==> config.mk <==
export PLATFORM = sky130hd
export DESIGN_NAME = branch_condition_unit
export DESIGN_NICKNAME = d
export VERILOG_FILES = /design/src/rtl/branch_condition_unit.sv
export SDC_FILE = /design/constraint.sdc
export NUM_CORES = 1
export LEC_CHECK = 0
export CORE_MARGIN = 1
export CORE_UTILIZATION = 47
export DETAILED_ROUTE_END_ITERATION = 12
export PLACE_DENSITY_LB_ADDON = 0.15
export RECOVER_POWER = 25
export SYNTH_ARGS = -nofsm -noshare
export SYNTH_HDL_FRONTEND = slang
export SYNTH_SLANG_ARGS = --single-unit
==> constraint.sdc <==
create_clock -name clock -period 3.85 [get_ports clock]
set_input_delay 0.77 -clock clock [delete_from_list [all_inputs] [get_ports clock]]
set_output_delay 0.77 -clock clock [all_outputs]
set_load 0.1 [all_outputs]
==> src/rtl/branch_condition_unit.sv <==
// Registers Z/N/C/V from the EX-stage ALU and resolves one of eight branch conditions; 1-cycle latency.
// No backpressure: stall freezes every register, flush kills the capture; counters saturate.
module branch_condition_unit #(
  parameter int WIDTH = 32,
  parameter int CNT_W = 16
) (
  input  logic             clock,
  input  logic             reset,
  input  logic             in_valid,
  input  logic             stall,
  input  logic             flush,
  input  logic             cnt_clear,
  input  logic [WIDTH-1:0] alu_out,
  input  logic             carry_in,
  input  logic             overflow_in,
  input  logic [2:0]       cond,
  output logic             out_valid,
  output logic             taken,
  output logic             zero,
  output logic             negative,
  output logic             carry,
  output logic             overflow,
  output logic [CNT_W-1:0] branch_cnt,
  output logic [CNT_W-1:0] taken_cnt
);

  localparam logic [CNT_W-1:0] CntMax = '1;

  logic zeroNow;
  logic negNow;
  logic condTrue;
  logic doCapture;

  assign zeroNow   = (alu_out == '0);
  assign negNow    = alu_out[WIDTH-1];
  assign doCapture = in_valid && !stall && !flush;

  always_comb begin
    condTrue = 1'b0;
    unique case (cond)
      3'd0: condTrue = zeroNow;
      3'd1: condTrue = !zeroNow;
      3'd2: condTrue = negNow ^ overflow_in;
      3'd3: condTrue = !(negNow ^ overflow_in);
      3'd4: condTrue = carry_in;
      3'd5: condTrue = !carry_in;
      3'd6: condTrue = 1'b1;
      3'd7: condTrue = 1'b0;
      default: condTrue = 1'b0;
    endcase
  end

  always_ff @(posedge clock or posedge reset) begin
    if (reset) begin
      out_valid <= 1'b0;
      taken     <= 1'b0;
      zero      <= 1'b0;
      negative  <= 1'b0;
      carry     <= 1'b0;
      overflow  <= 1'b0;
    end else if (flush) begin
      out_valid <= 1'b0;
      taken     <= 1'b0;
    end else if (!stall) begin
      out_valid <= in_valid;
      taken     <= in_valid && condTrue;
      if (in_valid) begin
        zero     <= zeroNow;
        negative <= negNow;
        carry    <= carry_in;
        overflow <= overflow_in;
      end
    end
  end

  // Clear is independent of stall/flush and beats any same-edge increment.
  always_ff @(posedge clock or posedge reset) begin
    if (reset) begin
      branch_cnt <= '0;
      taken_cnt  <= '0;
    end else if (cnt_clear) begin
      branch_cnt <= '0;
      taken_cnt  <= '0;
    end else if (doCapture) begin
      if (branch_cnt != CntMax) branch_cnt <= branch_cnt + 1'b1;
      if (condTrue && taken_cnt != CntMax) taken_cnt <= taken_cnt + 1'b1;
    end
  end

endmodule
[Yosys cells after proc, flatten, opt, wreduce, memory -nomap -nowiden]
Index checks and enable logic that the tools add are counted.
Storage, ports and cells
  input port bits: 43
  output and inout bits: 38
  register bits: 38
Cells by class
  add/subtract/negate cells: 2
  mux-type cells: 11
  reductions and logical operators: 17
  bitwise operators: 3
  equality and inequality tests: 10
Operators with widths (number)
  16-bit two-way mux: 6
  16-bit by 1-bit adder with 16-bit output, second input constant: 2
  32-bit logical NOT: 1
  16-bit inequality test, second input constant: 2
  3-bit == test, second input constant: 4
  1-bit case mux with 8 select lines: 1
  3-bit by 2-bit == test with 1-bit output, second input constant: 2
  2-bit nonzero test: 3
  1-bit logical NOT: 5
  1-bit logical AND: 4
  1-bit two-way mux: 4
  2-bit AND reduction: 2
  3-bit by 1-bit == test with 1-bit output, second input constant: 1
  3-bit logical NOT: 1
  3-bit AND reduction: 1
  2-bit by 1-bit inequality test with 1-bit output, second input constant: 1
  1-bit NOT: 2
  1-bit bitwise XOR: 1

[Depth between registers and ports, before layout]
  depth in word-level cells: 7
  gate-level depth with buffers: 8
  mapped depth without buffers: 7

[Least setup slack after synthesis]
Ideal clock, no wire load.
  path type: reg2reg
  start point: register branch_cnt[2]
  end point: register branch_cnt[15]
  required time: 3776 ps
  buffers on the path: 0
  slack: 1368 ps
  cell stages (with the launch flop): 7
  arrival time: 2408 ps
  cell sequence: dfrtp_1 and3_1 nand3_1 a2111oi_2 nand4_1 xor2_1 nor2_1
Between the ends
  cells in the longest elaborated chain, start to end: 4
  elaborated cells between the ends (all ways): 7
RTL lines
  start, declared: RTL line 23  | output logic [CNT_W-1:0] branch_cnt,
  start signal, assigned: RTL line 85  | if (branch_cnt != CntMax) branch_cnt <= branch_cnt + 1'b1;
  16-bit by 1-bit adder with 16-bit output: RTL line 85
  16-bit two-way mux: RTL line 85
  16-bit two-way mux: RTL line 84  | end else if (doCapture) begin
  16-bit two-way mux: RTL line 81  | end else if (cnt_clear) begin
Parallel ways exist; a longest one is shown, timed or not. The select of a mux whose other input is x is not followed.
A chain may end at the register's enable or synchronous reset.

[Final worst setup path]
  start point: input port alu_out[31]
  end point: register taken_cnt[12]
Between the ends
  cells in the longest elaborated chain, start to end: 6
  elaborated cells between the ends (all ways): 8
RTL lines
  start, declared: RTL line 13  | input logic [WIDTH-1:0] alu_out,
  32-bit logical NOT / 1-bit bitwise XOR (equally long branches): RTL line 34, 43, 44
  1-bit logical NOT (on tied branches): RTL line 42, 44
  1-bit case mux with 8 select lines *: RTL line 40  | unique case (cond)
  1-bit logical AND *: RTL line 86  | if (condTrue && taken_cnt != CntMax) taken_cnt <= taken_cnt + 1'b1;
  2-bit nonzero test (no source line) *
  2-bit AND reduction (no source line) *
  end signal, assigned: RTL line 86
  end, declared: RTL line 24  | output logic [CNT_W-1:0] taken_cnt
Every way passes the cells marked *; elsewhere a longest branch is shown, timed or not.

==> run metrics <==
status finished clean; final hold viol count 0; first-pass GRT wire length roughly 8500 microns; pwr/cell area ~280 mW/mm^2; DIE WIDTH between 60 and 70 microns; CTS Buf Count 5; DR vias 2,008; DP HPWL between 3000 and 4000 microns; placed cells approximately 340; routed vias/inst between 5 and 6; Final setup viols 0; Tot GR Track Use 0.240; Clock Tree Buf Depth 2; switching power approximately 0.25 mW; ys flop type dfrtp_1; Final Skew 0.00487 ns; Buffers on Ports 80; Post-CTS Hold Fix Bufs 0; Worst-path clk slew about 0.070 ns; Clock Power Share 0.325; Final Cycle Share 0.733; Routed WL per cell around 15 microns; Setup CP Type input port to flop; sequential share of power 0.479; relative slew slack 0.335; internal power 0.618 mW; nets between 300 and 400; max-cap violations 0; design area between 0.003 and 0.004 sq mm; Area Growth Syn to Fin 44.9%; ANT nets after route 0; Highest Clock Rate about 350 MHz; largest net degree at the start of global routing 33; I/O Pins between 80 and 90; Sw Ratio 0.285; initial antenna violation count 0; Seq cells post-synth 38; Tmin final between 2 and 3 ns; distinct cell type count after synthesis between 40 and 50; Worst setup SP type input port; Peak VDD IR between 0.2 and 0.25 mV; clk_lat worst skew 0.29 ns; Mean Syn Cell Area approximately 10 sq um; share of layout cells above drive strength 1 0.0861; DRT iter0 DRCs around 190; Leak 1.19 nW; Die ar. approximately 0.0047 sq mm; final non-filler cell total about 350; Routed WL approximately 5000 microns; TritonRoute pass-1 iters 4; RSZ-0062 raised after global routing no; fraction of registers with async set/reset 1.00; cells after synthesis between 200 and 250; Worst Path Max Fanout 30; Post-Syn Area 0.00210 sq mm; Slew Viols, Final 0; CTS tree done; Mapped Nets about 260; YS warnings 0; Core ar. slightly above 0.004 sq mm; # DRC 0; initial core utilization 0.508; Antenna diodes 0; CP Capture Type flop; worst-margin pin slew 0.995 ns; Hold WC Path Type flop to flop; pre-CTS WS 0.748 ns; Die Ht between 60 and 70 microns; fin worst setup slack 1.03 ns; vias in the first global route between 1,500 and 2,000; cells resized by post-CTS repair 0; Num Clock Sinks 38; setup_tns 0 ns; combinational power share 0.195; gr ovfl total 0; CTS Root Cell clkbuf_8; H-tree depth 2; Placed Area 0.00296 sq mm; worst path arrival time just over 3 ns; required time of the critical path 4.06 ns; Post-synth EDFFs 0; Placement Rows 23; Post-CTS Setup Inserts 0; gp weighted congestion a little over 0.7; Seq/Total Area, Yosys 0.452
## per-stage QoR
step,hold WS [ns],utilization,power (mW)
final,0.524,0.735,0.865
after global placement,0.504,0.714,0.590
after CTS,0.529,0.736,0.874
after floorplan,0.836,-,0.518
after detailed placement,0.508,0.714,0.592
after global routing,0.551,0.735,0.899
## worst paths after layout
| path | cells after the start | slack (ns) | to | startpoint |
|---|---|---|---|---|
| hold / removal | 2 | 0.52 | zero | zero |
| min in group asynchronous | 2 | 1.14 | branch_cnt[4] | reset |
| setup reg to reg | 5 | 1.77 | taken_cnt[5] | taken_cnt[0] |
| hold reg to reg | 2 | 0.52 | zero | zero |
| setup / recovery | 8 | 1.03 | taken_cnt[12] | alu_out[31] |
| max in group asynchronous | 3 | 2.01 | taken_cnt[12] | reset |
## logic make-up (layout without fill, tap and decap cells)
kind of cell,after synthesis,in the layout,synth area share
simple gates,104,104,0.275
xor+xnor,17,17,0.0708
buf+inv,14,100,0.0339
compound gates,32,32,0.110
mux,9,9,0.0464
fa+ha+maj,2,2,0.0119
flops,38,38,0.452
## power groups by stage
stage | Sequential, mW | Combinational [mW] | Clock, mW
floorplan | 0.483 | 0.0349 | 0
global placement | 0.421 | 0.169 | 0
detailed placement | 0.421 | 0.171 | 0
CTS | 0.414 | 0.171 | 0.288
global route | 0.415 | 0.179 | 0.305
finish | 0.414 | 0.169 | 0.281
## routing by layer
metal	track usage	vias to the layer above	routed length [microns]
met5	0	-	0
met4	0.0842	0	87
li1	-	974	-
met2	0.379	64	2450
met3	0.0526	10	271
met1	0.323	960	2330
## flip-flops by register name (all words and copies together) (netlist names)
signal and cells:
overflow 1, zero 1, negative 1, taken_cnt 16
carry 1, taken 1, branch_cnt 16, out_valid 1
## synthesized netlist by cell type, drive strengths merged, types with 5 or more instances
cell type | n | area share
nand2 | 13 | 0.023
nor2 | 23 | 0.041
inv | 7 | 0.012
nand4 | 17 | 0.051
dfrtp | 38 | 0.45
a21oi | 7 | 0.017
xor2 | 14 | 0.058
mux2 | 6 | 0.032
nand3 | 10 | 0.024
o21ai | 5 | 0.012
nor4 | 11 | 0.033
## layout by cell type (no fill, tap or decap), drive strengths merged, types with 6 or more instances in the layout
master	n
xor2	14
clkdlybuf4s50	78
dfrtp	38
inv	7
clkbuf	8
nor2	23
nor4	11
nand4	17
a21oi	7
mux2	6
nand2	13
nand3	10
## layout make-up
type	instances	area (sq um)
fill	319	1100
multi-input combinational	164	1080
sequential	38	951
timing repair buffer	85	835
clock buffer	7	86.3
tap	50	62.6
inverter	7	26.3
clock inverter	1	5.00
## worst max-delay path, stage by stage
cell,delay (ns)
clkdlybuf4s50_1,0.45
nor4_1,0.33
nand4_1,0.17
o21ai_1,0.15
a32oi_1,0.11
buf_4,0.24
or4_2,0.65
a21oi_1,0.16
(Power assumes the default switching activity.)
